`src/rtl/regfile_write_arbiter.sv`:
```
//------------------------------------------------------------------------------
// regfile_write_arbiter
//   Two-requester (ALU / load) writeback arbiter for a single-write-port regfile.
//   Revision: 1.0
//------------------------------------------------------------------------------
`default_nettype none

module regfile_write_arbiter #(
    parameter int DATA_WIDTH = 32,
    parameter int ADDR_WIDTH = 5,
    parameter int NUM_REGS   = 32
) (
    input  logic                  Clk,
    input  logic                  Reset_n,
    input  logic                  alu_valid,
    output logic                  alu_ready,
    input  logic [ADDR_WIDTH-1:0] alu_addr,
    input  logic [DATA_WIDTH-1:0] alu_data,
    input  logic                  mem_valid,
    output logic                  mem_ready,
    input  logic [ADDR_WIDTH-1:0] mem_addr,
    input  logic [DATA_WIDTH-1:0] mem_data,
    output logic                  regWrite,
    output logic [ADDR_WIDTH-1:0] writeRegister,
    output logic [DATA_WIDTH-1:0] writeData,
    output logic [NUM_REGS-1:0]   pending
);

    localparam logic [ADDR_WIDTH-1:0] C_ZERO_ADDR = '0;

    logic                  r_alu_v;
    logic [ADDR_WIDTH-1:0] r_alu_a;
    logic [DATA_WIDTH-1:0] r_alu_d;
    logic                  r_mem_v;
    logic [ADDR_WIDTH-1:0] r_mem_a;
    logic [DATA_WIDTH-1:0] r_mem_d;
    logic                  r_mem_older;   // 1: MEM entry is older than ALU entry
    logic                  r_last_mem;    // 1: most recent grant went to MEM

    logic w_gnt_alu;
    logic w_gnt_mem;
    logic w_alu_load;
    logic w_mem_load;

    // Grant is a function of slot state only, so ready never loops back to valid.
    always_comb begin
        w_gnt_alu = 1'b0;
        w_gnt_mem = 1'b0;
        if (r_alu_v && r_mem_v) begin
            if (r_alu_a == r_mem_a) begin
                w_gnt_mem = r_mem_older;
            end else begin
                w_gnt_mem = !r_last_mem;
            end
            w_gnt_alu = !w_gnt_mem;
        end else begin
            w_gnt_alu = r_alu_v;
            w_gnt_mem = r_mem_v;
        end
    end

    assign alu_ready = Reset_n && (!r_alu_v || w_gnt_alu);
    assign mem_ready = Reset_n && (!r_mem_v || w_gnt_mem);

    // Writes to register 0 are accepted but dropped so r0 stays hard-zero.
    assign w_alu_load = alu_valid && alu_ready && (alu_addr != C_ZERO_ADDR);
    assign w_mem_load = mem_valid && mem_ready && (mem_addr != C_ZERO_ADDR);

    always_comb begin
        regWrite      = w_gnt_alu || w_gnt_mem;
        writeRegister = '0;
        writeData     = '0;
        if (w_gnt_alu) begin
            writeRegister = r_alu_a;
            writeData     = r_alu_d;
        end else if (w_gnt_mem) begin
            writeRegister = r_mem_a;
            writeData     = r_mem_d;
        end
    end

    always_comb begin
        pending = '0;
        if (r_alu_v) pending[r_alu_a] = 1'b1;
        if (r_mem_v) pending[r_mem_a] = 1'b1;
    end

    always_ff @(posedge Clk or negedge Reset_n) begin
        if (!Reset_n) begin
            r_alu_v     <= 1'b0;
            r_alu_a     <= '0;
            r_alu_d     <= '0;
            r_mem_v     <= 1'b0;
            r_mem_a     <= '0;
            r_mem_d     <= '0;
            r_mem_older <= 1'b0;
            r_last_mem  <= 1'b1;
        end else begin
            if (w_alu_load) begin
                r_alu_v <= 1'b1;
                r_alu_a <= alu_addr;
                r_alu_d <= alu_data;
            end else if (w_gnt_alu) begin
                r_alu_v <= 1'b0;
            end

            if (w_mem_load) begin
                r_mem_v <= 1'b1;
                r_mem_a <= mem_addr;
                r_mem_d <= mem_data;
            end else if (w_gnt_mem) begin
                r_mem_v <= 1'b0;
            end

            // A new entry is younger only if the other slot survives this edge.
            if (w_alu_load && w_mem_load) begin
                r_mem_older <= 1'b0;
            end else if (w_alu_load) begin
                r_mem_older <= r_mem_v && !w_gnt_mem;
            end else if (w_mem_load) begin
                r_mem_older <= !(r_alu_v && !w_gnt_alu);
            end

            if (regWrite) begin
                r_last_mem <= w_gnt_mem;
            end
        end
    end

endmodule

`default_nettype wire

```
`config.mk`:
```
export PLATFORM = sky130hd
export DESIGN_NAME = regfile_write_arbiter
export DESIGN_NICKNAME = d
export VERILOG_FILES = /design/src/rtl/regfile_write_arbiter.sv
export SDC_FILE = /design/constraint.sdc
export NUM_CORES = 1
export LEC_CHECK = 0
export BUFFER_PORTS_ARGS = -buffer_cell sky130_fd_sc_hd__buf_4
export CORE_MARGIN = 1
export CORE_UTILIZATION = 53
export DETAILED_ROUTE_END_ITERATION = 8
export GPL_ROUTABILITY_DRIVEN = 0
export PLACE_DENSITY_LB_ADDON = 0.3
export SETUP_SLACK_MARGIN = 0.2
export SKIP_LAST_GASP = 1
export SLEW_MARGIN = 0
export SYNTH_ARGS = -nofsm -noshare
export SYNTH_HDL_FRONTEND = slang
export SYNTH_SLANG_ARGS = --single-unit
export TNS_END_PERCENT = 20
```
`constraint.sdc`:
```
create_clock -name Clk -period 6.1 [get_ports Clk]
set_input_delay 0.915 -clock Clk [delete_from_list [all_inputs] [get_ports Clk]]
set_output_delay 0.915 -clock Clk [all_outputs]
set_load 0.005 [all_outputs]
```
* Word-level counts from Yosys, hierarchy flattened
Cells that the tools add are included.
Word-level totals: register bits 78, input bits 78, output and inout bits 72, word-level logic and storage cells 62
Cells by class: magnitude comparators 4, equality and inequality tests 1, multiplexer cells 21, bitwise logic cells 1, reductions and logical operators 27
Operator list (number):
- 2-to-1 mux 32 bit | 4
- OR 32 bit | 1
- 2-to-1 mux 1 bit | 13
- logical AND 1 bit | 12
- less-than comparator 5 x 6 -> 1 bit (second input constant) | 2
- demux 1 bit (select 5 bit) | 2
- >= comparator 5 x 1 -> 1 bit (second input constant) | 2
- 2-to-1 mux 5 bit | 2
- nonzero test 5 bit | 2
- logical NOT 1 bit | 7
- == test 5 bit | 1
- nonzero test 2 bit | 2
- logical OR 1 bit | 3
- nonzero test 3 bit | 1

* Logic depth before layout (Yosys ltp)
Gate-level depths: netlist (run 1).
depth after elaboration 11, depth in mapped cells 8, mapped depth without buffers 5

* Least setup slack after synthesis (run 1)
Ideal clock, no wire load.
path type register to output, from register r_alu_a[3], to output writeData[10], arrival time 1.825 ns, required time 5.185 ns, setup slack 3.360 ns, cell stages (with the launch flop) 8, path buffers 2, cells stage by stage dfrtp_1 buf_2 xnor2_1 and3_1 a21oi_1 nor3b_2 clkbuf_1 a22o_1
Between the ends: word-level cells in the longest chain between the ends 6, elaborated cells on any way between the ends 8, those cells by class eq/ne (1); mux (6); reduce/logical (1)
Ends and longest elaborated chain:
- start, declared | RTL line 32 | logic [ADDR_WIDTH-1:0] r_alu_a;
- start signal, assigned | RTL line 101 | r_alu_a <= alu_addr;
- == test 5 bit * | RTL line 50 | if (r_alu_a == r_mem_a) begin
- 2-to-1 mux 1 bit * | RTL line 50
- 2-to-1 mux 1 bit * | RTL line 49 | if (r_alu_v && r_mem_v) begin
- 2-to-1 mux 1 bit or logical NOT 1 bit (tied branches) | RTL line 49, 55
- 2-to-1 mux 32 bit or 2-to-1 mux 1 bit (tied branches) | RTL line 76, 49
- 2-to-1 mux 32 bit * | RTL line 73 | if (w_gnt_alu) begin
- end, declared | RTL line 25 | output logic [DATA_WIDTH-1:0] writeData,
Every way passes the cells marked *; elsewhere a longest branch is shown, timed or not. The select of a mux whose other input is x is not followed.

* Worst setup path in the final report (run 1)
from register r_mem_a[3], to output writeData[19]
Between the ends: word-level cells in the longest chain between the ends 6, elaborated cells on any way between the ends 8, those cells by class eq/ne (1); mux (6); reduce/logical (1)
Ends and longest elaborated chain:
- start, declared | RTL line 35 | logic [ADDR_WIDTH-1:0] r_mem_a;
- start signal, assigned | RTL line 109 | r_mem_a <= mem_addr;
- == test 5 bit * | RTL line 50
- 2-to-1 mux 1 bit * | RTL line 50
- 2-to-1 mux 1 bit * | RTL line 49
- 2-to-1 mux 1 bit or logical NOT 1 bit (tied branches) | RTL line 49, 55
- 2-to-1 mux 32 bit or 2-to-1 mux 1 bit (tied branches) | RTL line 76, 49
- 2-to-1 mux 32 bit * | RTL line 73
Marks and branches as above.

==> run_results.csv, run 1 <==
group,metric,value,unit
critical_path,startpoint_type,"register",
final_layout,syn_to_final_growth,34.97,%
timing,drv_slew,0,
critical_path,worstSetupStartpoint,"r_mem_a[3]$_DFFE_PN0P_",
critical_path,path_max_fanout,20,
die,dieArea,7780,µm²
power,clock_power_share,0.285,
timing,hold_slack,0.4912,ns
flow_run,drv_cap,0,
clock_tree,path_clk_slew,0.08,ns
final_layout,nNetsFinal,541,
final_layout,drive_gt1_frac,0.4722,
critical_path,crit_path_top_delay_cell,"nor3b_4",
routing,drc_errors,0,
critical_path,crit_path_frequent_cell,"buf_4",
power,p_seq_frac,0.452,
global_routing,grt_max_degree,52,
timing,setup_slack,2.302,ns
placed_design,port_buffers,149,
critical_path,critPathMaxStageDelay,0.72,ns
critical_path,crit_family,"simple AND/OR/NAND/NOR gates",
timing,final-hold-violation-count,0,
routing,wl_per_cell,17.84,µm
power,combPwrFrac,0.263,
final_layout,n_antenna_cell,0,
clock_tree,cts_tree,"done",
critical_path,rrSetupSlack,3.25,ns
critical_path,r2r_cells,6,
die,core-area,7214,µm²
clock_tree,numCtsBuffers,9,
routing,vias_per_cell,5.834,
clock_tree,clock_latency,0.34,ns
critical_path,end_kind,"output port",
routing,first_pass_iters,4,
synthesis,ys_types,40,
final_layout,final_common_cell,"buf_4",
placed_design,place_area,5084,µm²
timing,clock_skew,0.01441,ns
critical_path,reg2reg_to,"r_mem_d[25]$_DFFE_PN0P_",
timing,finalCriticalPeriod,3.798,ns
placed_design,hpwlAfterDp,7154,µm
clock_tree,cts-root-buf,"clkbuf_8",
global_routing,grt_use_total,0.2696,
synthesis,async_reset_ff_frac,1.000,
min_path,hold_class,"reg2reg",
synthesis,synth_area,3939,µm²
synthesis,yosys_warnings,0,
timing,finalSetupTns,0,ns
critical_path,r2r_start,"r_mem_a[3]$_DFFE_PN0P_",
final_layout,fin_area,5316,µm²
critical_path,cp.required,5.18,ns
clock_tree,postCtsHoldBufs,0,
routing,num_vias,3308,
power,peakVddDrop,0.1814,mV
timing,worst_pin_slew,1.118,ns
clock_tree,ctsResizeCount,0,
synthesis,synth-seq-area-share,0.4959,
power,p_leak,2.407,nW
clock_tree,postCtsSetupBuffers,0,
timing,setup_viol,0,
global_routing,first_global_vias,3228,
final_layout,fin_cells,567,
power,p_sw_frac,0.2854,
die,die_w,88.21,µm
timing,rsz0062_at_grt,"no",
die,io_pins,150,
outcome,status,"complete, no violations",
synthesis,synth_ff_type,"dfrtp_1",
global_routing,antenna_found_initial,0,
placed_design,pre_cts_slack,2.726,ns
synthesis,synth-edff-count,0,
placed_design,place_inst,551,
power,powerDensity,287.7,nW/µm²
critical_path,worst-path-stages,7,
clock_tree,cts.sinks,78,
die,row_count,31,
critical_path,crit_chain,"xnor2_1, and3_1, a21oi_1, nor3b_4, buf_4, a22o_1, buf_4",
synthesis,ys_seq_elements,78,
critical_path,worstPathArrival,2.88,ns
clock_tree,cts.path.max_buffers,2,
routing,initialDrtViolationCount,165,
global_routing,overflow,0,
final_layout,layout_common_cells,"buf_4 (153), dfrtp_1 (77), mux2_2 (39)",
power,p_int,0.001093,W
die,initial_utilization,0.5460,
routing,ant_nets,0,
synthesis,netlist_instances,325,
die,die_h,88.21,µm
timing,slew_headroom,0.2530,
synthesis,avgSynthCellArea,12.12,µm²
timing,fmax,0.2633,GHz
critical_path,crit_type,"reg2out",
critical_path,cp_num_buf_inv,2,
global_routing,grt_pass1_wl,15650,µm
clock_tree,ctsHtreeMaxLevel,3,
power,switchingPower,0.0004365,W
synthesis,syn-num-nets,403,
critical_path,cp-endpoint,"writeData[19]",
timing,fin_crit_sh,0.6226,
routing,wl,10110,µm
## registers in the layout (all words and copies together) (netlist names)
register     count
r_alu_a          5
r_alu_d         32
r_alu_v          1
r_last_mem       1
r_mem_a          5
r_mem_d         32
r_mem_older      1
r_mem_v          1
## power groups by stage
| stage | Combinational (W) | Clock (W) | Sequential (W) |
|---|---|---|---|
| global route | 0.000438 | 0.000468 | 0.000704 |
| detailed placement | 0.000401 | 0 | 0.000698 |
| finish | 0.000402 | 0.000436 | 0.000692 |
| floorplan | 0.000259 | 0 | 0.000656 |
| global placement | 0.000389 | 0 | 0.000693 |
| CTS | 0.000404 | 0.000446 | 0.000689 |
## kinds of logic after synthesis
group | Yosys count | synth area share
and+or+nand+nor | 58 | 0.08418
DFF | 78 | 0.4959
muxes | 72 | 0.2058
buffers and inverters | 29 | 0.04193
AOI/OAI and AO/OA | 83 | 0.1611
xor gates and xnor gates | 5 | 0.01112
## worst min-delay path by stage
| stage | slack, ns | endpoint | depth (start not counted) | startpoint |
|---|---|---|---|---|
| 2_1_floorplan | 0.46 | r_alu_d[10]$_DFFE_PN0P_ | 1 | r_alu_d[10]$_DFFE_PN0P_ |
| 3_3_place_gp | 0.47 | r_alu_d[10]$_DFFE_PN0P_ | 1 | r_alu_d[10]$_DFFE_PN0P_ |
| 3_5_place_dp | 0.47 | r_alu_d[18]$_DFFE_PN0P_ | 1 | r_alu_d[18]$_DFFE_PN0P_ |
| 4_1_cts | 0.49 | r_alu_a[1]$_DFFE_PN0P_ | 1 | Reset_n |
| 5_1_grt | 0.50 | r_alu_a[1]$_DFFE_PN0P_ | 1 | Reset_n |
| 6_report | 0.49 | r_alu_d[23]$_DFFE_PN0P_ | 1 | r_alu_d[23]$_DFFE_PN0P_ |
## cells in the mapped netlist, types with 2 or more instances
library cell / count / area, µm²
a21oi_1: 3 / 15.01
a22o_1: 36 / 315.3
and2_1: 4 / 25.02
and3_1: 2 / 12.51
buf_2: 15 / 75.07
buf_6: 5 / 56.30
clkbuf_1: 5 / 18.77
dfrtp_1: 77 / 1927
inv_1: 3 / 11.26
mux2_1: 33 / 371.6
mux2_2: 39 / 439.2
nand2_1: 14 / 52.55
nand3_1: 10 / 50.05
nand3b_1: 6 / 45.04
nor2_1: 8 / 30.03
o21ai_0: 2 / 10.01
o22ai_1: 32 / 200.2
or2_2: 2 / 12.51
or3_1: 3 / 18.77
or3b_2: 2 / 17.52
xnor2_1: 5 / 43.79
## worst reg2reg max path, cell delays in order, from the launching register on
cell and delay, ns:
dfrtp_1 0.49, xnor2_1 0.22, and3_1 0.27, a21oi_1 0.15, a211oi_4 0.75, buf_4 0.47
mux2_2 0.39
## through the flow
step                power (W)    util
global placement     0.001082  0.7046
global route         0.001611  0.7369
floorplan           0.0009159       -
detailed placement   0.001099  0.7046
finish               0.001530  0.7369
CTS                  0.001540  0.7369
## final cells by class
| class | instances | area, µm² |
|---|---|---|
| inverter | 3 | 11.26 |
| tap | 99 | 123.9 |
| clock buffer | 11 | 151.4 |
| timing repair buffer | 153 | 1149 |
| sequential | 78 | 1953 |
| fill | 555 | 1898 |
| clock inverter | 5 | 81.33 |
| multi-input combinational | 218 | 1847 |
## per-layer routing
metal	global-route usage	part of all wire
met1	0.3404	0.41
met2	0.4497	0.51
met3	0.07540	0.070
met4	0.08798	0.0086
met5	0	0
(Power assumes the default switching activity.)
==> inputs of run 2 (changes only) <==
- CORE_UTILIZATION: 53 -> 49
- clock period: 6.1 -> 3.8 ns (I/O delays scaled with it)
==> run 2 against run 1 <==
  * Sequential share of layout area about the same
  * Hold slack worse by 0.37 ns
  * Clock skew down 0.0035 ns
  * Cell area barely moved
  * Largest power group unchanged
  * Clock power increased by 58%
==> run_results.csv, run 2 (same netlist as run 1, synthesis figures left out) <==
group,metric,value,unit
clock_tree,clock_latency,0.35,ns
final_layout,largestRegisters,"r_alu_d (32), r_mem_d (32)",
clock_tree,numCtsBuffers,9,
die,core-area,7767,µm²
die,die_h,91.66,µm
critical_path,cp.required,3.23,ns
routing,initialDrtViolationCount,179,
clock_tree,cts.sinks,78,
final_layout,drive_gt1_frac,0.4712,
routing,wl,10190,µm
clock_tree,postCtsHoldBufs,0,
routing,ant_nets,0,
final_layout,nNetsFinal,542,
die,die_w,91.66,µm
global_routing,overflow,0,
clock_tree,cts.path.max_buffers,2,
critical_path,path_max_fanout,25,
global_routing,grt_max_degree,57,
critical_path,startpoint_type,"register",
global_routing,first_global_vias,3315,
timing,drv_slew,0,
timing,finalCriticalPeriod,3.343,ns
clock_tree,ctsResizeCount,0,
timing,slew_headroom,0.4438,
critical_path,worstSetupStartpoint,"r_alu_a[4]$_DFFE_PN0P_",
die,dieArea,8401,µm²
timing,rsz0062_at_grt,"no",
clock_tree,postCtsSetupBuffers,0,
clock_tree,cts-root-buf,"clkbuf_8",
critical_path,rrSetupSlack,0.94,ns
timing,setup_viol,0,
critical_path,reg2reg_to,"r_mem_a[1]$_DFFE_PN0P_",
final_layout,layout_common_cells,"buf_4 (154), dfrtp_1 (77), mux2_2 (39)",
final_layout,n_antenna_cell,0,
power,peakVddDrop,0.3421,mV
placed_design,pre_cts_slack,0.8694,ns
timing,final-hold-violation-count,0,
routing,vias_per_cell,5.813,
clock_tree,cts_tree,"done",
global_routing,grt_use_total,0.2481,
routing,wl_per_cell,17.85,µm
timing,clock_skew,0.01090,ns
timing,finalSetupTns,0,ns
critical_path,r2r_cells,6,
routing,drc_errors,0,
outcome,status,"complete, no violations",
die,initial_utilization,0.5071,
clock_tree,ctsHtreeMaxLevel,3,
power,p_leak,2.406,nW
final_layout,final_common_cell,"buf_4",
critical_path,end_kind,"output port",
placed_design,hpwlAfterDp,7420,µm
global_routing,grt_pass1_wl,16150,µm
critical_path,worstPathArrival,2.77,ns
critical_path,r2r_start,"r_alu_a[4]$_DFFE_PN0P_",
power,powerDensity,459.9,nW/µm²
min_path,hold_class,"in2async",
timing,worst_pin_slew,0.8316,ns
placed_design,port_buffers,149,
global_routing,antenna_found_initial,0,
routing,num_vias,3319,
clock_tree,path_clk_slew,0.08,ns
die,row_count,32,
timing,fmax,0.2992,GHz
final_layout,syn_to_final_growth,35.01,%
timing,setup_slack,0.4573,ns
critical_path,crit_type,"reg2out",
routing,first_pass_iters,4,
die,io_pins,150,
timing,fin_crit_sh,0.8797,
flow_run,drv_cap,0,
==> run 2: changes by cell type in the layout (fill, tap and decap cells not counted) <==
cell / change
buf_4: +1
clkbuf_1: +1
clkbuf_8: -1
clkinv_4: -1
inv_6: +1
==> run 2: worst max-delay path, stage by stage (launching register included) <==
cell	delay, ns
dfrtp_1	0.51
xnor2_1	0.26
and2_1	0.24
a21oi_1	0.14
nor3b_4	0.52
buf_4	0.40
a22o_1	0.22
buf_4	0.12
==> run 2: final cells by class <==
| type | count | area [µm²] |
|---|---|---|
| sequential | 78 | 1953 |
| inverter | 3 | 11.26 |
| tap | 102 | 127.6 |
| multi-input combinational | 218 | 1847 |
| timing repair buffer | 154 | 1156 |
| clock buffer | 11 | 141.4 |
| fill | 613 | 2450 |
| clock inverter | 5 | 81.33 |
==> run 2: per-layer routing <==
| layer | track usage | wire, µm |
|---|---|---|
| met1 | 0.3036 | 4061 |
| met2 | 0.4066 | 5062 |
| met3 | 0.07048 | 807 |
| met4 | 0.1138 | 263 |
| met5 | 0 | 0 |
==> run 2: stage by stage <==
stage	utilization	instances	power (W)	hold WS, ns	cell area (µm²)
floorplan	-	325	0.001470	0.2744	3939
global placement	0.6559	555	0.001741	0.4686	5095
detailed placement	0.6559	555	0.001771	0.4775	5095
CTS	0.6846	571	0.002464	0.1190	5318
global route	0.6846	571	0.002567	0.1321	5318
finish	0.6846	571	0.002446	0.1191	5318
==> run 2: report_power, final <==
part	internal (W)	switching, W
Sequential	0.000983	0.000124
Combinational	0.000367	0.000282
Clock	0.000389	0.000300
Total	0.00174	0.000706
==> run 2: worst max path at each step <==
stage                    end  cells past startpoint
4_1_cts        writeData[11]                      7
6_report       writeData[11]                      7
3_5_place_dp   writeData[11]                      7
3_3_place_gp   writeData[11]                      7
5_1_grt        writeData[11]                      7
2_1_floorplan  writeData[10]                      7
==> inputs of run 3 (changes only) <==
- CTS_BUF_LIST: not set -> sky130_fd_sc_hd__clkbuf_16
==> run 3 against run 2 <==
  * Total power up 8.7%
  * Via count unchanged
  * Die area unchanged
  * Utilization up 1.2 points
  * Setup slack better by 0.052 ns
  * Sequential share of layout area down 0.62 points
  * Cell area up 1.7%
  * Clock power up 30%
  * Flip-flop and latch count unchanged
  * Highest routed layer unchanged
  * Hold slack better by 0.022 ns
  * Sequential power about the same
  * Register-to-register slack about the same
==> run_results.csv, run 3 (same netlist as run 1, synthesis figures left out) <==
group,metric,value,unit
outcome,status,"complete, no violations",
final_layout,largestRegisters,"r_alu_d (32), r_mem_d (32)",
final_layout,final_util,0.6964,
global_routing,antenna_found_initial,0,
critical_path,cp.required,3.23,ns
clock_tree,ctsResizeCount,0,
critical_path,reg2reg_to,"r_mem_a[1]$_DFFE_PN0P_",
power,peakVddDrop,0.3606,mV
clock_tree,ctsHtreeMaxLevel,3,
timing,drv_slew,0,
timing,finalCriticalPeriod,3.291,ns
critical_path,path_max_fanout,25,
critical_path,critPathMaxStageDelay,0.63,ns
placed_design,hpwlAfterDp,7420,µm
final_layout,n_antenna_cell,0,
clock_tree,numCtsBuffers,9,
critical_path,r2r_cells,6,
routing,num_vias,3319,
global_routing,grt_use_total,0.2524,
power,switchingPower,0.0007337,W
timing,setup_viol,0,
routing,wl,10360,µm
global_routing,overflow,0,
critical_path,worstPathArrival,2.72,ns
clock_tree,cts.sinks,78,
flow_run,drv_cap,0,
routing,first_pass_iters,4,
die,core-area,7767,µm²
critical_path,cp_num_buf_inv,2,
clock_tree,postCtsSetupBuffers,0,
clock_tree,path_clk_slew,0.06,ns
min_path,hold_class,"in2async",
die,die_h,91.66,µm
clock_tree,postCtsHoldBufs,0,
critical_path,crit_chain,"xnor2_1, nand3_1, nor4b_1, nor3b_4, buf_4, a22o_1, buf_4",
timing,finalSetupTns,0,ns
final_layout,nNetsFinal,542,
global_routing,grt.busiest_layer,"met2",
power,p_leak,2.451,nW
timing,rsz0062_at_grt,"no",
final_layout,final_common_cell,"buf_4",
critical_path,startpoint_type,"register",
critical_path,crit_family,"simple AND/OR/NAND/NOR gates",
final_layout,fin_cells,571,
power,p_int,0.001923,W
routing,wl_per_cell,18.14,µm
placed_design,place_area,5095,µm²
clock_tree,cts.path.max_buffers,2,
routing,initialDrtViolationCount,189,
die,die_w,91.66,µm
timing,worst_pin_slew,0.8291,ns
critical_path,r2r_start,"r_alu_a[4]$_DFFE_PN0P_",
routing,drc_errors,0,
timing,clock_skew,0.006486,ns
die,initial_utilization,0.5071,
final_layout,fin_area,5409,µm²
global_routing,grt_max_degree,57,
clock_tree,cts_tree,"done",
routing,ant_nets,0,
power,powerDensity,491.2,nW/µm²
global_routing,grt_util_met1,0.2985,
timing,slew_headroom,0.4455,
global_routing,gr-usage-met3,0.06799,
timing,fin_crit_sh,0.8660,
placed_design,port_buffers,149,
critical_path,crit_path_frequent_cell,"buf_4",
global_routing,grt_use_met2,0.4267,
global_routing,grt_pass1_wl,16400,µm
global_routing,first_global_vias,3366,
timing,final-hold-violation-count,0,
clock_tree,clock_latency,0.33,ns
die,io_pins,150,
critical_path,crit_type,"reg2out",
die,row_count,32,
timing,fmax,0.3039,GHz
die,dieArea,8401,µm²
placed_design,place_inst,555,
critical_path,rrSetupSlack,0.94,ns
final_layout,layout_common_cells,"buf_4 (154), dfrtp_1 (77), mux2_2 (39)",
power,p_sw_frac,0.2762,
critical_path,crit_path_top_delay_cell,"nor4b_1",
power,p_seq_frac,0.418,
power,combPwrFrac,0.245,
routing,vias_per_cell,5.813,
critical_path,end_kind,"output port",
power,clock_power_share,0.337,
final_layout,drive_gt1_frac,0.4691,
final_layout,syn_to_final_growth,37.33,%
clock_tree,cts-root-buf,"clkbuf_16",
## run 3: changes by cell type in the layout (fill, tap and decap cells not counted)
cell and change:
clkbuf_16 +9, clkbuf_1 -1, clkbuf_8 -10, inv_1 +1, clkinv_1 +1
## run 3: routing by layer
layer	up-vias	share of wire
met5	-	0
met3	18	0.079
li1	1515	-
met1	1643	0.39
met4	0	0.021
met2	143	0.51
## run 3: worst max-delay path by stage
stage	startpoint	to	slack, ns	cells after the start
floorplan	r_alu_a[3]$_DFFE_PN0P_	writeData[10]	1.40	7
global placement	r_alu_a[3]$_DFFE_PN0P_	writeData[11]	0.92	7
detailed placement	r_alu_a[3]$_DFFE_PN0P_	writeData[11]	0.87	7
CTS	r_alu_a[3]$_DFFE_PN0P_	writeData[11]	0.50	7
global route	r_alu_a[3]$_DFFE_PN0P_	writeData[11]	0.27	7
finish	r_mem_a[3]$_DFFE_PN0P_	writeData[11]	0.51	7
## run 3: cell type report
| type | instances | area, µm² |
|---|---|---|
| Inverter | 3 | 11.26 |
| Clock inverter | 7 | 88.84 |
| Multi-Input combinational cell | 218 | 1847 |
| Clock buffer | 9 | 225.2 |
| Sequential cell | 78 | 1953 |
| Timing Repair Buffer | 154 | 1156 |
| Fill cell | 602 | 2359 |
| Tap cell | 102 | 127.6 |
## run 3: power groups by stage
stage,combinational [W],sequential (W),clock [W]
after floorplan,0.000416,0.00105,0
after global placement,0.000630,0.00111,0
after detailed placement,0.000648,0.00112,0
after CTS,0.000655,0.00111,0.000915
after global routing,0.000704,0.00113,0.000941
final,0.000651,0.00111,0.000896
## run 3: per-stage QoR
stage          hold slack (ns)  worst slack [ns]  power [W]
6_report                0.1408            0.5094   0.002657
5_1_grt                 0.1648            0.2722   0.002777
4_1_cts                 0.1487            0.4961   0.002679
3_5_place_dp            0.4775            0.8694   0.001771
3_3_place_gp            0.4686            0.9154   0.001741
2_1_floorplan           0.2744             1.405   0.001470
